**src/rtl/ldl_hist_drain_if.sv**
```systemverilog
// Event/drain bundle for ldl_hist_drain: event pulses and clear in, pending
// vector and a valid/ready index stream out.
interface ldl_hist_drain_if #(
   parameter int WIDTH = 8
);
   localparam int IDX_W = $clog2(WIDTH);

   logic             clr;
   logic [WIDTH-1:0] x;
   logic [WIDTH-1:0] pend;
   logic             o_valid;
   logic             o_ready;
   logic [IDX_W-1:0] o_idx;
   logic             o_merge;

   // master: event source plus index consumer; slave: the drain block
   modport master (
      output clr,
      output x,
      output o_ready,
      input  pend,
      input  o_valid,
      input  o_idx,
      input  o_merge
   );

   modport slave (
      input  clr,
      input  x,
      input  o_ready,
      output pend,
      output o_valid,
      output o_idx,
      output o_merge
   );
endinterface

```
**src/rtl/ldl_hist_drain.sv**
```systemverilog
// Sticky event history with a round-robin drain: events collect in a pending
// vector and leave one index per handshake, each bit cleared as it is handed out.
module ldl_hist_drain #(
   parameter int WIDTH = 8
) (
   input  logic          clk,
   input  logic          rst,
   ldl_hist_drain_if.slave bus
);
   localparam int IDX_W = $clog2(WIDTH);
   localparam logic [IDX_W-1:0] LAST_IDX = IDX_W'(WIDTH - 1);

   logic [WIDTH-1:0] pend_q, pend_d;
   logic             valid_q, valid_d;
   logic [IDX_W-1:0] idx_q, idx_d;
   logic [IDX_W-1:0] ptr_q, ptr_d;
   logic             merge_q, merge_d;

   logic [WIDTH-1:0] hi_mask;
   logic [WIDTH-1:0] hi_pend;
   logic [WIDTH-1:0] load_mask;
   logic [IDX_W-1:0] sel_hi;
   logic [IDX_W-1:0] sel_any;
   logic [IDX_W-1:0] sel;
   logic             take;
   logic             load;

   assign take = valid_q & bus.o_ready;
   assign load = (|pend_q) & (~valid_q | bus.o_ready);

   // Bits at or above ptr are searched first; if none are pending the
   // lowest pending bit overall is the wrapped-around choice.
   generate
      for (genvar gi = 0; gi < WIDTH; gi++) begin : g_mask
         assign hi_mask[gi]   = (IDX_W'(gi) >= ptr_q);
         assign load_mask[gi] = load & (sel == IDX_W'(gi));
      end
   endgenerate

   assign hi_pend = pend_q & hi_mask;

   always_comb begin
      sel_hi  = '0;
      sel_any = '0;
      for (int i = WIDTH - 1; i >= 0; i--) begin
         if (hi_pend[i]) sel_hi = IDX_W'(i);
         if (pend_q[i])  sel_any = IDX_W'(i);
      end
      sel = (|hi_pend) ? sel_hi : sel_any;
   end

   always_comb begin
      pend_d  = pend_q;
      valid_d = valid_q;
      idx_d   = idx_q;
      ptr_d   = ptr_q;
      merge_d = merge_q;
      if (bus.clr) begin
         pend_d  = '0;
         valid_d = 1'b0;
         idx_d   = '0;
         ptr_d   = '0;
         merge_d = 1'b0;
      end else begin
         // A new pulse on the bit being loaded re-arms it without merging.
         pend_d  = (pend_q & ~load_mask) | bus.x;
         merge_d = merge_q | (|(bus.x & pend_q & ~load_mask));
         if (load) begin
            valid_d = 1'b1;
            idx_d   = sel;
            ptr_d   = (sel == LAST_IDX) ? '0 : sel + IDX_W'(1);
         end else if (take) begin
            valid_d = 1'b0;
         end
      end
   end

   always_ff @(posedge clk or posedge rst) begin
      if (rst) begin
         pend_q  <= '0;
         valid_q <= 1'b0;
         idx_q   <= '0;
         ptr_q   <= '0;
         merge_q <= 1'b0;
      end else begin
         pend_q  <= pend_d;
         valid_q <= valid_d;
         idx_q   <= idx_d;
         ptr_q   <= ptr_d;
         merge_q <= merge_d;
      end
   end

   assign bus.pend    = pend_q;
   assign bus.o_valid = valid_q;
   assign bus.o_idx   = idx_q;
   assign bus.o_merge = merge_q;
endmodule

```
**src/flat_wrapper.sv**
```systemverilog
// flat-port wrapper written by rule: the top's interface ports become plain ports
module ldl_hist_drain_flat 
#(
   parameter int WIDTH = 8
)
  (clk, rst, bus_clr, bus_x, bus_o_ready, bus_pend, bus_o_valid, bus_o_idx, bus_o_merge);
  ldl_hist_drain_if #(.WIDTH(WIDTH)) bus_i ();
  input  logic clk;
  input  logic rst;
  input wire logic [$bits(bus_i.clr)-1:0] bus_clr;
  input wire logic [$bits(bus_i.x)-1:0] bus_x;
  input wire logic [$bits(bus_i.o_ready)-1:0] bus_o_ready;
  output wire logic [$bits(bus_i.pend)-1:0] bus_pend;
  output wire logic [$bits(bus_i.o_valid)-1:0] bus_o_valid;
  output wire logic [$bits(bus_i.o_idx)-1:0] bus_o_idx;
  output wire logic [$bits(bus_i.o_merge)-1:0] bus_o_merge;
  assign bus_i.clr = bus_clr;
  assign bus_i.x = bus_x;
  assign bus_i.o_ready = bus_o_ready;
  assign bus_pend = bus_i.pend;
  assign bus_o_valid = bus_i.o_valid;
  assign bus_o_idx = bus_i.o_idx;
  assign bus_o_merge = bus_i.o_merge;
  ldl_hist_drain #(.WIDTH(WIDTH)) u_core (.clk(clk), .rst(rst), .bus(bus_i));
endmodule
```
**config.mk**
```make
export PLATFORM = sky130hd
export DESIGN_NAME = ldl_hist_drain_flat
export DESIGN_NICKNAME = d
export VERILOG_FILES = /design/src/rtl/ldl_hist_drain_if.sv /design/src/rtl/ldl_hist_drain.sv /design/src/flat_wrapper.sv
export SDC_FILE = /design/constraint.sdc
export NUM_CORES = 1
export LEC_CHECK = 0
export BUFFER_PORTS_ARGS = -buffer_cell sky130_fd_sc_hd__buf_2
export CORE_AREA = 2 2 69 71
export DETAILED_ROUTE_END_ITERATION = 7
export DIE_AREA = 0 0 71 73
export PLACE_DENSITY = 0.56
export SYNTH_ARGS = -nofsm -noshare
export SYNTH_HDL_FRONTEND = slang
export SYNTH_SLANG_ARGS = --single-unit
```
**constraint.sdc**
```tcl
create_clock -name clk -period 2.3 [get_ports clk]
set_input_delay 0.46 -clock clk [delete_from_list [all_inputs] [get_ports clk]]
set_output_delay 0.46 -clock clk [all_outputs]
set_load 0.02 [all_outputs]
```
==> summary.txt, run 1 <==
SETUP PATH
--------------------------------------------------------------------------------
CP peak stage delay                                                       410 ps
Crit path launch                                                    u_core.bus.pend[4]
Data arrival time of the critical path                                   2610 ps
Top cell by count, worst path                                       sky130_fd_sc_hd__ha_4
Critical path startpoint category                                       register
Type of element capturing the critical path                             register
Launching point of the worst reg2reg path                           u_core.bus.pend[4]
FF-to-FF path depth                                                           13
Setup slack on the worst flop-to-flop path                               -190 ps
Slowest cell on crit path                                           sky130_fd_sc_hd__dfrtp_2
Required time of the critical path                                       2420 ps
Worst-path cell chain                                               a2bb2oi_1 -> a221oi_2 -> nor2b_2 -> o2111ai_2 -> and2_4 -> inv_4 -> ha_4 -> ha_4 -> a21oi_2 -> a211oi_2 -> nand2_1 -> nor4b_2 -> a31oi_1
Highest fanout seen on the critical path                                       3
Kind of critical path                                               register to register

LAYOUT
--------------------------------------------------------------------------------
Net count reported at finish                                                 213
Diode insertion count for antenna repair                                       0
Final Util                                                                 0.374
Area overhead of the layout relative to synthesis                          52.9%
Fill cells                                                                   480
Leading cell types in the layout, fill and taps excluded            sky130_fd_sc_hd__buf_4 (37), sky130_fd_sc_hd__buf_2 (24), sky130_fd_sc_hd__nor2_1 (18)
Most common library cell in the layout ignoring fill and taps       sky130_fd_sc_hd__buf_4
Fraction of final layout cells with drive strength greater than 1          0.495

FLOORPLAN
--------------------------------------------------------------------------------
# IOs                                                                         25
Die outline width                                                          71 µm
Effective utilization at floorplan                                         0.244
Core area                                                               4540 µm²
Count of standard-cell rows                                                   25
Vertical die dimension                                                     73 µm
Die outline area                                                        5180 µm²

MIN PATH
--------------------------------------------------------------------------------
Hold Crit Class                                                     input port to asynchronous set/reset pin

GLOBAL ROUTE
--------------------------------------------------------------------------------
Vias in the first global route                                              1216
Total global routing track utilization                                     0.139
Largest net degree at the start of global routing                             17
Number of antenna violations at the first check in global routing              0
Total congestion overflow                                                      0
Wire length of the first global-routing pass                             5620 µm

TIMING
--------------------------------------------------------------------------------
Share of the cycle needed by the critical path after routing                1.08
Crit path time final                                                     2490 ps
RSZ-0062 raised after global routing                                         yes
Worst setup slack after layout                                           -191 ps
Max transition margin                                                      0.552
Maximum operating frequency                                            0.401 GHz
Transition time at the pin with the least slew margin                     671 ps
Setup-violating endpoint count in the final report                             1
Hold slack                                                                301 ps
Fin. Hold Viols                                                                0
Pins Over Slew Limit                                                           0
Worst-case clock skew                                                    1.32 ps

CLOCKING
--------------------------------------------------------------------------------
Buffers from clock root to sink, at most                                       2
Sink Count                                                                    16
Cts bufs inserted                                                              3
Clock latency on the worst-skew pair                                      250 ps
Clock slew at reported path FFs                                            60 ps
Htree depth                                                                    1
Buffer cell driving the clock tree root                             sky130_fd_sc_hd__clkbuf_8
Clock tree from TritonCTS                                                   done

PLACE
--------------------------------------------------------------------------------
Last weighted congestion value of the routability-driven placer            0.858
Placed wire-length estimate                                              2690 µm
Number of buffers inserted by port buffering                                  24
Place WS                                                                 -297 ps

SYNTHESIS
--------------------------------------------------------------------------------
Combinational family with the most area after synthesis             compound AO/OA/AOI/OAI gates
Yosys top cell area share                                                  0.361
Post-synthesis compound-gate area fraction                                 0.271
Share of synthesized area spent on multiplexers                                0
Yosys cell types                                                              38
Cell taking the most area after synthesis                           sky130_fd_sc_hd__dfrtp_1
Number of nets produced by synthesis                                         151
Share of flip-flops with an asynchronous set or reset                       1.00
Leading post-synthesis cells by cell area                           sky130_fd_sc_hd__dfrtp_1 (36%), sky130_fd_sc_hd__a21oi_1 (6.8%), sky130_fd_sc_hd__ha_1 (6.8%)
Gate Count Post-Synth                                                        133
Number of enable flip-flop cells after synthesis                               0
Average footprint of a synthesized cell                                 8.34 µm²
Synthesized cell area                                                   1110 µm²
Synthesized-area fraction occupied by and/or/nand/nor cells                0.257
Number of flip-flops and latches in the synthesized netlist                   16
Synthesized-area fraction occupied by adder cells                         0.0677
Share of synthesized area occupied by flip-flops and latches               0.361
Area share of xor/xnor cells in the synthesized design                         0
Ys flop type                                                        sky130_fd_sc_hd__dfrtp_1
Total number of yosys warnings                                                 0

POWER AND IR DROP
--------------------------------------------------------------------------------
Peak VDD IR                                                               288 µV
Power density cells                                                   862 nW/µm²
P_leak                                                                  0.783 nW

FLOW RUN
--------------------------------------------------------------------------------
Number of max-capacitance violations reported                                  0

DETAILED ROUTING
--------------------------------------------------------------------------------
Drt via density                                                             4.81
WL per Instance                                                          14.1 µm
Antenna-violating nets left                                                    0
Via Count                                                                   1193
Total routed wirelength                                                  3490 µm
DRC                                                                            0
Starting DRC count in detailed routing                                        89
TritonRoute pass-1 iters                                                       4

OUTCOME
--------------------------------------------------------------------------------
Outcome                                                             finished, violations left
Violations in the final reports                                     setup timing

==> flip-flops by register name, indices dropped and copies added, names as in the netlist <==
| register | cells |
|---|---|
| u_core.bus.o_valid | 1 |
| u_core.bus.pend | 8 |
| u_core.bus.o_merge | 1 |
| u_core.bus.o_idx | 3 |
| u_core.ptr_q | 3 |
==> power by group <==
| part | switching [mW] | internal (mW) | leakage [nW] |
|---|---|---|---|
| Combinational | 0.425 | 0.431 | 0.563 |
| Sequential | 0.0570 | 0.331 | 0.198 |
| Clock | 0.0946 | 0.123 | 0.0228 |
| Total | 0.577 | 0.885 | 0.783 |
==> routing by layer <==
metal,vias up,global-route usage,share of wire
met2,17,0.242,0.47
met4,0,0.0440,0.0097
met1,572,0.180,0.49
met5,-,0,0
li1,600,-,-
met3,4,0.0193,0.030
==> synth_stat cells (3+ instances only) <==
library cell	n
sky130_fd_sc_hd__ha_1	6
sky130_fd_sc_hd__nand2_1	14
sky130_fd_sc_hd__inv_1	5
sky130_fd_sc_hd__dfrtp_1	16
sky130_fd_sc_hd__o21ai_0	4
sky130_fd_sc_hd__a21oi_1	15
sky130_fd_sc_hd__nand3b_1	4
sky130_fd_sc_hd__nand3_1	10
sky130_fd_sc_hd__a211oi_1	3
sky130_fd_sc_hd__nor2_1	20
sky130_fd_sc_hd__nor2b_1	4
==> through the flow <==
stage	cells	power [mW]	TNS (ps)	area, µm²
after global placement	239	1.18	-490	1550
final	248	1.46	-191	1700
after detailed placement	239	1.17	-437	1550
after CTS	246	1.43	-219	1630
after floorplan	133	0.829	-187	1140
after global routing	248	1.57	-594	1700
==> worst max-delay path: cells and delay by family, from the launching register on <==
family,cells,cell delay [ps]
AO/OA/AOI/OAI,6,950
AND/OR/NAND/NOR,4,690
flip-flops,1,410
adder cells (fa/ha/maj),2,250
buffers and inverters,1,60
==> kinds of logic after synthesis <==
| kind of cell | after synthesis |
|---|---|
| AO/OA/AOI/OAI | 43 |
| flip-flops | 16 |
| adder cells (fa/ha/maj) | 6 |
| AND/OR/NAND/NOR | 58 |
| buffers and inverters | 10 |
==> timing repair <==
item                                    CTS  global route
hold buffers                              0             0
endpoints found under the hold margin     0             0
gates resized for setup                   6            14
endpoints found under the setup margin    3            10
buffers inserted                          3             2
pin swaps                                 5             5
==> path summary, 6_finish.rpt <==
| check | endpoint |
|---|---|
| max reg2reg | u_core.bus.o_merge |
| min | u_core.bus.o_idx[1] |
| max | u_core.bus.o_merge |
| min in group clk | u_core.bus.pend[6] |
| min reg2reg | u_core.bus.o_idx[1] |
| max in group asynchronous | u_core.bus.pend[6] |
==> area by class of cell <==
class,instances,area [µm²],share of cell area
multi-input combinational,107,747,0.441
timing repair buffer,62,409,0.241
clock buffer,4,45.0,0.0266
sequential,16,405,0.239
tap,54,67.6,0.0399
inverter,5,21.3,0.0125
Power figures use the tool's default switching activity.
==> run 2: changes to the inputs <==
--- a/config.mk
+++ b/config.mk
@@ -6,10 +6,10 @@
 export NUM_CORES = 1
 export LEC_CHECK = 0
 export BUFFER_PORTS_ARGS = -buffer_cell sky130_fd_sc_hd__buf_2
-export CORE_AREA = 2 2 69 71
+export CORE_AREA = 2 2 52 54
 export DETAILED_ROUTE_END_ITERATION = 7
-export DIE_AREA = 0 0 71 73
-export PLACE_DENSITY = 0.56
+export DIE_AREA = 0 0 54 56
+export PLACE_DENSITY = 0.82
 export SYNTH_ARGS = -nofsm -noshare
 export SYNTH_HDL_FRONTEND = slang
 export SYNTH_SLANG_ARGS = --single-unit
==> run 2 against run 1 <==
Against the previous run:
- the run still ends with setup timing left
- flip-flop and latch count stayed put
- register-to-register slack worse by 210 ps
- critical path depth stayed put
- non-clock buffer count is 6 lower
- die area is 42% lower
- via count is 6.6% higher
- core utilization is 29 points higher
- fmax is 7.7% lower
- critical path type unchanged
- largest cell class unchanged
==> summary.txt, run 2 (synthesis results as in run 1) <==
SETUP PATH
--------------------------------------------------------------------------------
Kind of critical path                                               register to register
Required time of the critical path                                       2480 ps
Highest fanout seen on the critical path                                       4
End of the worst register-to-register path                          u_core.bus.o_merge
FF-to-FF path depth                                                           13
Launching point of the worst reg2reg path                           u_core.bus.pend[5]
Data arrival time of the critical path                                   2880 ps
Critical path startpoint category                                       register
Type of element capturing the critical path                             register
Setup slack on the worst flop-to-flop path                               -400 ps

FLOORPLAN
--------------------------------------------------------------------------------
Die outline area                                                        3020 µm²
Vertical die dimension                                                     56 µm
Die outline width                                                          54 µm
# IOs                                                                         25
Effective utilization at floorplan                                         0.456
Count of standard-cell rows                                                   18
Core area                                                               2430 µm²

CLOCKING
--------------------------------------------------------------------------------
Buffer cell driving the clock tree root                             sky130_fd_sc_hd__clkbuf_4
Htree depth                                                                    1
Clock latency on the worst-skew pair                                      290 ps
Hold buffers post-CTS                                                          0
Sink Count                                                                    16
Buffers from clock root to sink, at most                                       2
Clock slew at reported path FFs                                           100 ps
Clock tree from TritonCTS                                                   done
Cts bufs inserted                                                              3

PLACE
--------------------------------------------------------------------------------
Placed inst area                                                        1470 µm²
Last weighted congestion value of the routability-driven placer            0.853
Inst Count DP                                                                209
Place WS                                                                 -275 ps
Number of buffers inserted by port buffering                                  24
Placed wire-length estimate                                              2540 µm

TIMING
--------------------------------------------------------------------------------
Total Neg Setup Slack                                                    -650 ps
Max transition margin                                                      0.594
Maximum operating frequency                                            0.371 GHz
Share of the cycle needed by the critical path after routing                1.17
Worst setup slack after layout                                           -399 ps
Hold slack                                                                217 ps
Crit path time final                                                     2700 ps
Fin. Hold Viols                                                                0
Transition time at the pin with the least slew margin                     608 ps
Worst-case clock skew                                                    4.17 ps
RSZ-0062 raised after global routing                                         yes
Pins Over Slew Limit                                                           0
Setup-violating endpoint count in the final report                             3

LAYOUT
--------------------------------------------------------------------------------
Final Util                                                                 0.668
Number of flip-flops in the largest register                                   8
Net count reported at finish                                                 207
Fraction of final layout cells with drive strength greater than 1          0.457
Diode insertion count for antenna repair                                       0
Area overhead of the layout relative to synthesis                          46.5%
Design Area, Final                                                      1620 µm²
Final cell count without fillers                                             218
Leading cell types in the layout, fill and taps excluded            sky130_fd_sc_hd__buf_4 (31), sky130_fd_sc_hd__buf_2 (24), sky130_fd_sc_hd__nor2_1 (20)
Most common library cell in the layout ignoring fill and taps       sky130_fd_sc_hd__buf_4

DETAILED ROUTING
--------------------------------------------------------------------------------
TritonRoute pass-1 iters                                                       4
Drt via density                                                             5.83
Via Count                                                                   1272
Total routed wirelength                                                  3780 µm
Starting DRC count in detailed routing                                        43
Antenna-violating nets left                                                    0
WL per Instance                                                          17.3 µm
DRC                                                                            0

GLOBAL ROUTE
--------------------------------------------------------------------------------
Largest net degree at the start of global routing                             17
Number of antenna violations at the first check in global routing              0
Wire length of the first global-routing pass                             5380 µm
Vias in the first global route                                              1160
Total global routing track utilization                                     0.244
Total congestion overflow                                                      0

POWER AND IR DROP
--------------------------------------------------------------------------------
P_leak                                                                  0.753 nW
Peak VDD IR                                                               682 µV
Total power draw                                                         1.46 mW
Power density cells                                                   899 nW/µm²

OUTCOME
--------------------------------------------------------------------------------
Violations in the final reports                                     setup timing
Outcome                                                             finished, violations left

FLOW RUN
--------------------------------------------------------------------------------
Number of max-capacitance violations reported                                  0

MIN PATH
--------------------------------------------------------------------------------
Hold Crit Class                                                     input port to asynchronous set/reset pin

[run 2: changes by cell type in the layout (fill, tap and decap cells not counted), sizes merged]
cell	before	now
buf	62	56
[run 2: final cells by class]
cell class	instances	area (µm²)
flip-flops and latches	16	405
well taps	30	37.5
multi-input cells	107	759
clock buffers	4	36.3
inverters	5	21.3
repair buffers	56	364
fillers	204	808
[run 2: power by group]
group	total, mW	switching (mW)	internal [mW]
sequential	0.396	0.0645	0.331
clock	0.189	0.0929	0.0966
combinational	0.875	0.461	0.414
[run 2: how the worst max path moves through the flow]
stage	from	end	slack, ps	cells after the start
6_report	u_core.bus.pend[5]	u_core.bus.o_merge	-400	13
4_1_cts	u_core.bus.pend[5]	u_core.bus.o_merge	-300	13
2_1_floorplan	u_core.bus.pend[5]	u_core.bus.o_merge	-190	13
3_3_place_gp	u_core.ptr_q[0]	u_core.bus.o_merge	-200	10
3_5_place_dp	u_core.bus.pend[5]	u_core.bus.o_merge	-280	13
5_1_grt	u_core.bus.pend[5]	u_core.bus.o_merge	-560	13
[run 2: per-layer routing]
| layer | routed length, µm | track usage |
|---|---|---|
| met1 | 1540 | 0.329 |
| met2 | 1880 | 0.378 |
| met3 | 165 | 0.0242 |
| met4 | 183 | 0.129 |
| met5 | 0 | 0 |
[run 2: worst max-delay path, stage by stage, from the launching register on]
cell and delay, ps:
sky130_fd_sc_hd__dfrtp_2 440, sky130_fd_sc_hd__nand3b_1 210, sky130_fd_sc_hd__a221oi_2 340, sky130_fd_sc_hd__nor2b_2 230, sky130_fd_sc_hd__o2111ai_2 120, sky130_fd_sc_hd__and2_4 190, sky130_fd_sc_hd__inv_4 60, sky130_fd_sc_hd__ha_4 130
sky130_fd_sc_hd__ha_4 140, sky130_fd_sc_hd__a21oi_4 60, sky130_fd_sc_hd__a211oi_2 230, sky130_fd_sc_hd__nand2_1 120, sky130_fd_sc_hd__nor4b_2 220, sky130_fd_sc_hd__a31oi_1 100
[run 2: repair_timing]
action	in CTS	in global routing
pin swaps	4	9
setup endpoints to repair	6	9
gates resized for setup	9	11
buffers inserted	2	4
==> run 3: changes to the inputs <==
--- a/config.mk
+++ b/config.mk
@@ -6,9 +6,9 @@
 export NUM_CORES = 1
 export LEC_CHECK = 0
 export BUFFER_PORTS_ARGS = -buffer_cell sky130_fd_sc_hd__buf_2
-export CORE_AREA = 2 2 52 54
+export CORE_AREA = 2 2 51 53
 export DETAILED_ROUTE_END_ITERATION = 7
-export DIE_AREA = 0 0 54 56
+export DIE_AREA = 0 0 53 55
 export PLACE_DENSITY = 0.82
 export SYNTH_ARGS = -nofsm -noshare
 export SYNTH_HDL_FRONTEND = slang
==> constraint.sdc (replaced) <==
create_clock -name clk -period 3 [get_ports clk]
set_input_delay 0.6 -clock clk [delete_from_list [all_inputs] [get_ports clk]]
set_output_delay 0.6 -clock clk [all_outputs]
set_load 0.02 [all_outputs]
==> run 3 against run 2 <==
Against the previous run:
- sequential share of layout area is 5.8 points higher
- global-route usage is 3.4 points lower
- core utilization is 11 points lower
- fmax is 4.8% lower
- final area is 19% lower
- highest routed layer unchanged
- the run now ends clean
- register-to-register slack better by 560 ps
- critical path depth stayed put
- hold slack better by 140 ps
- wire length is 26% lower
==> summary.txt, run 3 (synthesis results as in run 1) <==
CLOCKING
--------------------------------------------------------------------------------
Clock tree from TritonCTS                                                   done
Buffer cell driving the clock tree root                             sky130_fd_sc_hd__clkbuf_4
Htree depth                                                                    1
Buffers from clock root to sink, at most                                       2
Sink Count                                                                    16
Clock latency on the worst-skew pair                                      290 ps
Clock slew at reported path FFs                                            90 ps
Hold buffers post-CTS                                                          0
Cts bufs inserted                                                              3

PLACE
--------------------------------------------------------------------------------
Place WS                                                                  108 ps
Placed wire-length estimate                                              2100 µm
Last weighted congestion value of the routability-driven placer            0.842
Number of buffers inserted by port buffering                                  24

TIMING
--------------------------------------------------------------------------------
Share of the cycle needed by the critical path after routing               0.945
Maximum operating frequency                                            0.353 GHz
Pins Over Slew Limit                                                           0
Worst setup slack after layout                                            165 ps
Fin. Hold Viols                                                                0
Max transition margin                                                      0.572
Crit path time final                                                     2840 ps
Transition time at the pin with the least slew margin                     641 ps
Setup-violating endpoint count in the final report                             0
Worst-case clock skew                                                    6.64 ps

DETAILED ROUTING
--------------------------------------------------------------------------------
Via Count                                                                   1101
Uppermost layer routed                                                      met4
Antenna-violating nets left                                                    0
Drt via density                                                             5.79
Routed length on met2                                                    1430 µm
TritonRoute pass-1 iters                                                       6
Met1 Wirelength                                                          1150 µm
Sum of met3 wire segment lengths after detailed routing                   119 µm
Total routed wirelength                                                  2780 µm
Starting DRC count in detailed routing                                        32
WL per Instance                                                          14.6 µm
DRC                                                                            0

GLOBAL ROUTE
--------------------------------------------------------------------------------
Largest net degree at the start of global routing                             17
Wire length of the first global-routing pass                             4430 µm
Number of antenna violations at the first check in global routing              0
Vias in the first global route                                              1067
Total congestion overflow                                                      0
Total global routing track utilization                                     0.211

LAYOUT
--------------------------------------------------------------------------------
Net count reported at finish                                                 179
Most common library cell in the layout ignoring fill and taps       sky130_fd_sc_hd__buf_2
Leading cell types in the layout, fill and taps excluded            sky130_fd_sc_hd__buf_2 (24), sky130_fd_sc_hd__nor2_1 (20), sky130_fd_sc_hd__a21oi_1 (15)
Diode insertion count for antenna repair                                       0
Fill cells                                                                   208
Final Util                                                                 0.555
Number of flip-flops in the largest register                                   8
Fraction of final layout cells with drive strength greater than 1          0.281
Area overhead of the layout relative to synthesis                          18.4%

SETUP PATH
--------------------------------------------------------------------------------
Slowest cell on crit path                                           sky130_fd_sc_hd__dfrtp_2
Type of element capturing the critical path                             register
Data arrival time of the critical path                                   3010 ps
Kind of critical path                                               register to register
FF-to-FF path depth                                                           13
Worst-path cell chain                                               nand3b_1 -> a221oi_2 -> nor2b_2 -> o2111ai_1 -> and2_4 -> inv_1 -> ha_1 -> ha_1 -> a21oi_1 -> a211oi_1 -> nand2_1 -> nor4b_2 -> a31oi_1
Critical Path End                                                   u_core.bus.o_merge
Critical path startpoint category                                       register
Top cell by count, worst path                                       sky130_fd_sc_hd__ha_1
End of the worst register-to-register path                          u_core.bus.o_merge
Setup slack on the worst flop-to-flop path                                160 ps
Crit path launch                                                    u_core.bus.pend[5]
Highest fanout seen on the critical path                                       7
Launching point of the worst reg2reg path                           u_core.bus.pend[5]
CP peak stage delay                                                       470 ps
Required time of the critical path                                       3170 ps

FLOORPLAN
--------------------------------------------------------------------------------
Vertical die dimension                                                     55 µm
Core area                                                               2360 µm²
Die outline area                                                        2920 µm²
# IOs                                                                         25
Effective utilization at floorplan                                         0.469
Die outline width                                                          53 µm
Count of standard-cell rows                                                   18

OUTCOME
--------------------------------------------------------------------------------
Outcome                                                             finished clean

FLOW RUN
--------------------------------------------------------------------------------
Number of max-capacitance violations reported                                  0

POWER AND IR DROP
--------------------------------------------------------------------------------
Total power draw                                                        0.856 mW
Power density cells                                                   652 nW/µm²
Peak VDD IR                                                               484 µV
P_leak                                                                  0.611 nW

MIN PATH
--------------------------------------------------------------------------------
Hold Crit Class                                                     input port to asynchronous set/reset pin

## run 3: changes by cell type in the layout (fill, tap and decap cells not counted), sizes merged
cell  change
buf      -28
## run 3: metrics by stage
step / cells / cell area [µm²] / TNS, ps / hold WS, ps
floorplan: 133 / 1110 / 0 / 514
global placement: 183 / 1240 / 0 / 510
detailed placement: 183 / 1240 / 0 / 516
CTS: 187 / 1280 / 0 / 379
global route: 190 / 1310 / -6.15 / 417
finish: 190 / 1310 / 0 / 362
## run 3: what timing repair did
| item | CTS | global route |
|---|---|---|
| setup endpoints to repair | 0 | 1 |
| hold endpoints to repair | 0 | 0 |
| buffers inserted | 0 | 3 |
| resized for setup | 0 | 5 |
## run 3: final cells by class
class                           count  area (µm²)  area share
Clock buffer                        4        36.3      0.0276
Tap cell                           30        37.5      0.0286
Timing Repair Buffer               28         150       0.114
Sequential cell                    16         404       0.308
Inverter                            5        18.8      0.0143
Multi-Input combinational cell    107         666       0.507
## run 3: layer usage
layer / up-vias / track usage
li1: 534 / -
met1: 517 / 0.239
met2: 39 / 0.381
met3: 11 / 0.0161
met4: 0 / 0.141
met5: - / 0
## run 3: report_power, final
part           switching, mW  internal (mW)  total (mW)
Sequential            0.0613          0.254       0.315
Clock                 0.0663         0.0740       0.140
Combinational          0.235          0.165       0.401
## run 3: critical path: cells and delay by family, from the launching register on
family,cells,cell delay (ps)
flip-flops,1,470
AND/OR/NAND/NOR,5,950
adder cells (fa/ha/maj),2,310
AO/OA/AOI/OAI,5,910
buffers and inverters,1,70
## run 3: worst min-delay path by stage
stage | depth (start not counted) | from | slack [ps] | end
4_1_cts | 2 | rst | 380 | u_core.bus.pend[5]
3_3_place_gp | 2 | u_core.bus.o_idx[2] | 510 | u_core.bus.o_idx[2]
5_1_grt | 2 | rst | 420 | u_core.bus.pend[5]
2_1_floorplan | 1 | rst | 510 | u_core.bus.o_idx[0]
3_5_place_dp | 2 | u_core.bus.o_idx[1] | 520 | u_core.bus.o_idx[1]
6_report | 2 | rst | 360 | u_core.bus.pend[4]
